==> src/rtl/vga_scan_gen_pkg.sv <==
// Shared VGA 640x480@60 timing, game-field dimensions and scan types.
// Imported by the scan generator, the display ROMs and game logic, so they all use the same numbers.
package vga_scan_gen_pkg;

   localparam int VGA_H_ACTIVE = 640;
   localparam int VGA_H_FRONT  = 16;
   localparam int VGA_H_SYNC   = 96;
   localparam int VGA_H_BACK   = 48;
   localparam int VGA_V_ACTIVE = 480;
   localparam int VGA_V_FRONT  = 10;
   localparam int VGA_V_SYNC   = 2;
   localparam int VGA_V_BACK   = 33;
   localparam int VGA_CELL_PX  = 10;

   localparam int GAME_COLS = 64;
   localparam int GAME_ROWS = 48;
   localparam int GAME_W    = 6;
   localparam int GRID_W    = 4;
   localparam int CNT_W     = 10;

   typedef logic [CNT_W-1:0] cnt_t;

   typedef struct packed {
      logic [7:0] r;
      logic [7:0] g;
      logic [7:0] b;
   } rgb_t;

   // True while v lies in the half-open window [lo, lo+len).
   function automatic logic in_window(cnt_t v, int lo, int len);
      return (v >= cnt_t'(lo)) && (v < cnt_t'(lo + len));
   endfunction

endpackage

==> src/rtl/vga_scan_gen_if.sv <==
// Scan-side bundle: coordinates out to the display ROMs, colour back, and the VGA pins.
// master = scan generator, slave = ROM / pin consumer.
interface vga_scan_gen_if;
   import vga_scan_gen_pkg::*;

   logic [GAME_W-1:0] o_game_x;
   logic [GAME_W-1:0] o_game_y;
   logic [GRID_W-1:0] o_grid_x;
   logic [GRID_W-1:0] o_grid_y;
   logic              o_active;
   logic [23:0]       i_rgb;
   logic [7:0]        o_vga_r;
   logic [7:0]        o_vga_g;
   logic [7:0]        o_vga_b;
   logic              o_vga_hs;
   logic              o_vga_vs;
   logic              o_vga_blank_n;
   logic              o_frame_start;

   modport master (
      output o_game_x, o_game_y, o_grid_x, o_grid_y, o_active,
      input  i_rgb,
      output o_vga_r, o_vga_g, o_vga_b, o_vga_hs, o_vga_vs,
      output o_vga_blank_n, o_frame_start
   );

   modport slave (
      input  o_game_x, o_game_y, o_grid_x, o_grid_y, o_active,
      output i_rgb,
      input  o_vga_r, o_vga_g, o_vga_b, o_vga_hs, o_vga_vs,
      input  o_vga_blank_n, o_frame_start
   );

endinterface

==> src/rtl/vga_scan_gen_cell_counter.sv <==
// Paired cell/grid counter: grid counts 0..CELL_PX-1 and carries into game on wrap.
// Clear has priority over enable; results are registered (0-cycle output of state).
module cell_counter
   import vga_scan_gen_pkg::*;
#(
   parameter int CELL_PX = VGA_CELL_PX
) (
   input  logic              i_clk,
   input  logic              i_rst,
   input  logic              i_en,
   input  logic              i_clr,
   output logic [GAME_W-1:0] o_game,
   output logic [GRID_W-1:0] o_grid
);

   logic [GAME_W-1:0] game_q, game_d;
   logic [GRID_W-1:0] grid_q, grid_d;

   always_comb begin
      game_d = game_q;
      grid_d = grid_q;
      if (i_clr) begin
         game_d = '0;
         grid_d = '0;
      end else if (i_en) begin
         if (grid_q == GRID_W'(CELL_PX - 1)) begin
            grid_d = '0;
            game_d = game_q + GAME_W'(1);
         end else begin
            grid_d = grid_q + GRID_W'(1);
         end
      end
   end

   always_ff @(posedge i_clk) begin
      if (i_rst) begin
         game_q <= '0;
         grid_q <= '0;
      end else begin
         game_q <= game_d;
         grid_q <= grid_d;
      end
   end

   assign o_game = game_q;
   assign o_grid = grid_q;

endmodule

==> src/rtl/vga_scan_gen.sv <==
// Raster scan: stage 0 walks h/v counters and cell coordinates, stage 1 registers ROM colour with syncs.
// Coordinates to pins is 1 cycle; no backpressure, the ROM must answer within the addressing cycle.
module vga_scan_gen
   import vga_scan_gen_pkg::*;
#(
   parameter int H_ACTIVE = VGA_H_ACTIVE,
   parameter int H_FRONT  = VGA_H_FRONT,
   parameter int H_SYNC   = VGA_H_SYNC,
   parameter int H_BACK   = VGA_H_BACK,
   parameter int V_ACTIVE = VGA_V_ACTIVE,
   parameter int V_FRONT  = VGA_V_FRONT,
   parameter int V_SYNC   = VGA_V_SYNC,
   parameter int V_BACK   = VGA_V_BACK,
   parameter int CELL_PX  = VGA_CELL_PX
) (
   input logic            i_clk,
   input logic            i_rst,
   vga_scan_gen_if.master bus
);

   localparam int H_TOTAL = H_ACTIVE + H_FRONT + H_SYNC + H_BACK;
   localparam int V_TOTAL = V_ACTIVE + V_FRONT + V_SYNC + V_BACK;

   cnt_t h_cnt_q, h_cnt_d;
   cnt_t v_cnt_q, v_cnt_d;
   logic h_wrap, v_last, v_wrap;
   logic h_vis, v_vis, active;

   logic [GAME_W-1:0] game_x, game_y;
   logic [GRID_W-1:0] grid_x, grid_y;

   rgb_t rgb_q, rgb_d;
   logic blank_n_q, blank_n_d;
   logic hs_q, hs_d;
   logic vs_q, vs_d;
   logic frame_start_q, frame_start_d;

   assign h_wrap = (h_cnt_q == cnt_t'(H_TOTAL - 1));
   assign v_last = (v_cnt_q == cnt_t'(V_TOTAL - 1));
   assign v_wrap = h_wrap && v_last;
   assign h_vis  = (h_cnt_q < cnt_t'(H_ACTIVE));
   assign v_vis  = (v_cnt_q < cnt_t'(V_ACTIVE));
   assign active = h_vis && v_vis;

   always_comb begin
      h_cnt_d = h_cnt_q + cnt_t'(1);
      v_cnt_d = v_cnt_q;
      if (h_wrap) begin
         h_cnt_d = '0;
         v_cnt_d = v_last ? '0 : v_cnt_q + cnt_t'(1);
      end
   end

   always_ff @(posedge i_clk) begin
      if (i_rst) begin
         h_cnt_q <= '0;
         v_cnt_q <= '0;
      end else begin
         h_cnt_q <= h_cnt_d;
         v_cnt_q <= v_cnt_d;
      end
   end

   // Coordinates are tracked incrementally alongside the raw counters, never derived by division.
   cell_counter #(.CELL_PX(CELL_PX)) u_cell_x (
      .i_clk  (i_clk),
      .i_rst  (i_rst),
      .i_en   (h_vis),
      .i_clr  (h_wrap),
      .o_game (game_x),
      .o_grid (grid_x)
   );

   cell_counter #(.CELL_PX(CELL_PX)) u_cell_y (
      .i_clk  (i_clk),
      .i_rst  (i_rst),
      .i_en   (h_wrap && v_vis),
      .i_clr  (v_wrap),
      .o_game (game_y),
      .o_grid (grid_y)
   );

   assign bus.o_active = active;
   assign bus.o_game_x = active ? game_x : '0;
   assign bus.o_game_y = active ? game_y : '0;
   assign bus.o_grid_x = active ? grid_x : '0;
   assign bus.o_grid_y = active ? grid_y : '0;

   // Sync, blank and strobe come from the same scan position as the colour, so they stay aligned.
   always_comb begin
      rgb_d         = active ? rgb_t'(bus.i_rgb) : '0;
      blank_n_d     = active;
      hs_d          = !in_window(h_cnt_q, H_ACTIVE + H_FRONT, H_SYNC);
      vs_d          = !in_window(v_cnt_q, V_ACTIVE + V_FRONT, V_SYNC);
      frame_start_d = (h_cnt_q == '0) && (v_cnt_q == cnt_t'(V_ACTIVE));
   end

   always_ff @(posedge i_clk) begin
      if (i_rst) begin
         rgb_q         <= '0;
         blank_n_q     <= 1'b0;
         hs_q          <= 1'b1;
         vs_q          <= 1'b1;
         frame_start_q <= 1'b0;
      end else begin
         rgb_q         <= rgb_d;
         blank_n_q     <= blank_n_d;
         hs_q          <= hs_d;
         vs_q          <= vs_d;
         frame_start_q <= frame_start_d;
      end
   end

   assign bus.o_vga_r       = rgb_q.r;
   assign bus.o_vga_g       = rgb_q.g;
   assign bus.o_vga_b       = rgb_q.b;
   assign bus.o_vga_blank_n = blank_n_q;
   assign bus.o_vga_hs      = hs_q;
   assign bus.o_vga_vs      = vs_q;
   assign bus.o_frame_start = frame_start_q;

endmodule
==> src/flat_wrapper.sv <==
// flat-port wrapper written by rule: the top's interface ports become plain ports
module vga_scan_gen_flat import vga_scan_gen_pkg::*;
#(
   parameter int H_ACTIVE = VGA_H_ACTIVE,
   parameter int H_FRONT  = VGA_H_FRONT,
   parameter int H_SYNC   = VGA_H_SYNC,
   parameter int H_BACK   = VGA_H_BACK,
   parameter int V_ACTIVE = VGA_V_ACTIVE,
   parameter int V_FRONT  = VGA_V_FRONT,
   parameter int V_SYNC   = VGA_V_SYNC,
   parameter int V_BACK   = VGA_V_BACK,
   parameter int CELL_PX  = VGA_CELL_PX
)
  (i_clk, i_rst, bus_o_game_x, bus_o_game_y, bus_o_grid_x, bus_o_grid_y, bus_o_active, bus_i_rgb, bus_o_vga_r, bus_o_vga_g, bus_o_vga_b, bus_o_vga_hs, bus_o_vga_vs, bus_o_vga_blank_n, bus_o_frame_start);
  vga_scan_gen_if bus_i ();
  input logic i_clk;
  input logic i_rst;
  output wire logic [$bits(bus_i.o_game_x)-1:0] bus_o_game_x;
  output wire logic [$bits(bus_i.o_game_y)-1:0] bus_o_game_y;
  output wire logic [$bits(bus_i.o_grid_x)-1:0] bus_o_grid_x;
  output wire logic [$bits(bus_i.o_grid_y)-1:0] bus_o_grid_y;
  output wire logic [$bits(bus_i.o_active)-1:0] bus_o_active;
  input wire logic [$bits(bus_i.i_rgb)-1:0] bus_i_rgb;
  output wire logic [$bits(bus_i.o_vga_r)-1:0] bus_o_vga_r;
  output wire logic [$bits(bus_i.o_vga_g)-1:0] bus_o_vga_g;
  output wire logic [$bits(bus_i.o_vga_b)-1:0] bus_o_vga_b;
  output wire logic [$bits(bus_i.o_vga_hs)-1:0] bus_o_vga_hs;
  output wire logic [$bits(bus_i.o_vga_vs)-1:0] bus_o_vga_vs;
  output wire logic [$bits(bus_i.o_vga_blank_n)-1:0] bus_o_vga_blank_n;
  output wire logic [$bits(bus_i.o_frame_start)-1:0] bus_o_frame_start;
  assign bus_o_game_x = bus_i.o_game_x;
  assign bus_o_game_y = bus_i.o_game_y;
  assign bus_o_grid_x = bus_i.o_grid_x;
  assign bus_o_grid_y = bus_i.o_grid_y;
  assign bus_o_active = bus_i.o_active;
  assign bus_i.i_rgb = bus_i_rgb;
  assign bus_o_vga_r = bus_i.o_vga_r;
  assign bus_o_vga_g = bus_i.o_vga_g;
  assign bus_o_vga_b = bus_i.o_vga_b;
  assign bus_o_vga_hs = bus_i.o_vga_hs;
  assign bus_o_vga_vs = bus_i.o_vga_vs;
  assign bus_o_vga_blank_n = bus_i.o_vga_blank_n;
  assign bus_o_frame_start = bus_i.o_frame_start;
  vga_scan_gen #(.H_ACTIVE(H_ACTIVE), .H_FRONT(H_FRONT), .H_SYNC(H_SYNC), .H_BACK(H_BACK), .V_ACTIVE(V_ACTIVE), .V_FRONT(V_FRONT), .V_SYNC(V_SYNC), .V_BACK(V_BACK), .CELL_PX(CELL_PX)) u_core (.i_clk(i_clk), .i_rst(i_rst), .bus(bus_i));
endmodule
==> config.mk <==
export PLATFORM = sky130hd
export DESIGN_NAME = vga_scan_gen_flat
export DESIGN_NICKNAME = d
export VERILOG_FILES = /design/src/rtl/vga_scan_gen_pkg.sv /design/src/rtl/vga_scan_gen_if.sv /design/src/rtl/vga_scan_gen_cell_counter.sv /design/src/rtl/vga_scan_gen.sv /design/src/flat_wrapper.sv
export SDC_FILE = /design/constraint.sdc
export NUM_CORES = 1
export LEC_CHECK = 0
export BUFFER_PORTS_ARGS = -buffer_cell sky130_fd_sc_hd__buf_4
export CAP_MARGIN = 20
export CORE_UTILIZATION = 47
export CTS_CLUSTER_SIZE = 8
export DETAILED_ROUTE_END_ITERATION = 10
export PLACE_DENSITY = 0.75
export SLEW_MARGIN = 40
export SYNTH_ARGS = -nofsm -noshare
export SYNTH_HDL_FRONTEND = slang
export SYNTH_SLANG_ARGS = --single-unit
export TNS_END_PERCENT = 1
==> constraint.sdc <==
create_clock -name i_clk -period 1.7 [get_ports i_clk]
set_input_delay 0.085 -clock i_clk [delete_from_list [all_inputs] [get_ports i_clk]]
set_output_delay 0.085 -clock i_clk [all_outputs]
set_load 0.1 [all_outputs]
==> flow_summary.toml <==
[cts]
numCtsBuffers = 9
cts_setup_buffers = 0
cts-root-buf = "clkbuf_8"
cts_tree = "yes"
insertion_delay_ns = 0.35
clock-sinks = 68
clockBufferDepth = 2
h-tree-depth = 3
clk_pin_slew_ns = 0.08

[cells_and_area]
fill_cells = 432
final_cell_mix = "80 x buf_4, 62 x dfxtp_1, 27 x and3_1"
layout_commonest_cell = "buf_4"
finalInstanceArea_sq_um = 4460
layout-drive-gt1-share = 0.332
areaGrowthSynthToFinish_pct = 52.4
antenna_cells = 0
final_nets = 476

[logic_synthesis]
synth.area.top_cells = "dfxtp_1 46%, and3_1 6.0%, and2_1 5.6%"
synth_cell_type_count = 46
synth-edff-count = 0
synth_top_area_frac = 0.465
yosys.area.top_type = "dfxtp_1"
synth_ff_type = "dfxtp_1"
syn-instance-count = 319
synth_fp_nets = 351
synthesis.area_sq_um = 2930
ys_seq_area_frac = 0.465
yosysWarningCount = 0
synth_area_per_cell_sq_um = 9.18
ys_ff_latch = 68
synth-async-reset-ratio = 0

[drt]
drt_first_iter_violations = 204
wire_per_inst_microns = 15.2
num_vias = 2823
wl_microns = 7950
dr.pass1.iters = 4
ant_nets = 0
route.detailed.drc = 0
vias_per_cell = 5.39

[worst_hold_path]
holdCritPathClass = "primary input to flip-flop"
whs_path_depth = 3

[sta]
worst_slack_ns = -0.0190
max_slew_margin = 0.799
post-route-min-period_ns = 1.72
clock.fmax_mhz = 582
drv_slew = 0
rsz0062_at_grt = "true"
fin_skew_ns = 0.0116
hold_viol = 0
setup_viol = 2
fin_crit_sh = 1.01
worst_pin_slew_ns = 0.298
hold_ws_ns = 0.478
tns_ns = -0.0235

[placement]
dp_hpwl_microns = 4860
io_buffers = 74
routabilityCongestion = 0.884
place_area_sq_um = 3780
place_ws_ns = -0.0765

[power]
finalPower_mw = 3.56
powerDensity_nw_per_um2 = 798
p_leak_nw = 1.95
irDropWorstVdd_v = 0.000651

[setup_path]
worst-setup-path-type = "flip-flop to primary output"
critPathRequiredTime_ns = 1.62
crit_fanout = 10
rrSetupSlack_ns = 0
critPathLaunchType = "flip-flop"
worstPathCellList = "a41oi_2, buf_6, and3_1, buf_8"
cp_slowest_cell = "dfxtp_2"
max_stage_delay_ns = 0.37
critPathArrivalTime_ns = 1.63
worstSetupEndpointType = "primary output"
ff2ff_path_depth = 6

[die]
fp.dieW_microns = 80.9
start_util = 0.492
die_h_microns = 80.9
pin_count = 75
core_area_sq_um = 5960
rows = 28
dieArea_sq_um = 6550

[grt]
gr-usage-all-layers = 0.249
gr-total-overflow = 0
grt_pass1_vias = 2621
grt_pass1_wl_microns = 12300
antenna_found_initial = 0
grt_max_degree = 29

[run_status]
status = "finished with violations"
violations = "negative setup slack"

[run]
cap_violations = 0
## state kept, by name, summed over array words and instances, names as in the netlist
register                  flops
u_core.bus.o_vga_b            8
u_core.u_cell_x.o_grid        4
u_core.bus.o_vga_vs           1
u_core.u_cell_y.o_grid        4
u_core.bus.o_frame_start      1
u_core.bus.o_vga_g            8
u_core.v_cnt_q               10
u_core.bus.o_vga_hs           1
u_core.u_cell_x.o_game        6
u_core.u_cell_y.o_game        6
u_core.bus.o_vga_blank_n      1
u_core.h_cnt_q               10
u_core.bus.o_vga_r            8
## where the power goes
part	internal (mW)	switching (mW)
combinational	0.190	0.371
clock	0.714	0.629
sequential	1.64	0.0229
## path summary, 6_finish.rpt
check,startpoint,end
hold reg to reg,u_core.u_cell_y.o_game[5]$_SDFFE_PP0P_,u_core.u_cell_y.o_game[5]$_SDFFE_PP0P_
hold / removal,bus_i_rgb[21],u_core.bus.o_vga_r[5]$_SDFF_PP0_
setup reg to reg,u_core.h_cnt_q[0]$_SDFF_PP0_,u_core.u_cell_y.o_grid[3]$_SDFFE_PP0P_
setup / recovery,u_core.v_cnt_q[5]$_SDFFE_PP0P_,bus_o_game_x[4]
## critical path: cells and delay by family (launching register included)
family | cells | cell delay (ns)
buffers and inverters | 2 | 0.41
flip-flops | 1 | 0.37
AO/OA/AOI/OAI | 1 | 0.27
AND/OR/NAND/NOR | 1 | 0.24
## Yosys cell counts (4+ instances only)
cell type	instances
nor2b_1	5
xor2_1	12
inv_1	9
or3_1	12
nand4_1	14
dfxtp_1	68
buf_2	5
ha_1	6
and4_1	4
o21ai_0	14
nand2_1	13
nor3_1	4
clkbuf_1	9
and2_1	26
and3_1	28
a21oi_1	15
nor2_1	27
nand3_1	8
## cells by family after synthesis
| kind of cell | count (synthesis) | synth area share |
|---|---|---|
| muxes | 3 | 0.0107 |
| DFF | 68 | 0.465 |
| buffers and inverters | 26 | 0.0393 |
| AOI/OAI and AO/OA | 41 | 0.0855 |
| xor gates and xnor gates | 15 | 0.0449 |
| adders and majority gates | 6 | 0.0256 |
| and+or+nand+nor | 160 | 0.329 |
## repair_timing
item,in CTS,in global routing
gates resized for setup,38,24
endpoints found under the setup margin,33,32
hold buffers,25,0
pin swaps,2,2
endpoints found under the hold margin,28,0
gates cloned,1,0
## through the flow
step,util,std cells
2_1_floorplan,-,319
3_3_place_gp,0.636,482
3_5_place_dp,0.636,482
4_1_cts,0.734,524
5_1_grt,0.749,524
6_report,0.749,524
## metal layers
layer  GRT usage  wire, microns  vias to the layer above
li1            -              -                     1367
met1       0.301           3310                     1356
met2       0.413           4140                       86
met3      0.0652            354                       14
met4       0.109            142                        0
met5           0              0                        -
## final cells by class
class	count	area [sq um]	share of cell area
clock buffer	10	138	0.0308
clock inverter	6	63.8	0.0143
inverter	9	33.8	0.00757
multi-input combinational	225	1490	0.334
sequential	68	1370	0.307
tap	75	93.8	0.0210
timing repair buffer	131	1270	0.285
(Power assumes the default switching activity.)
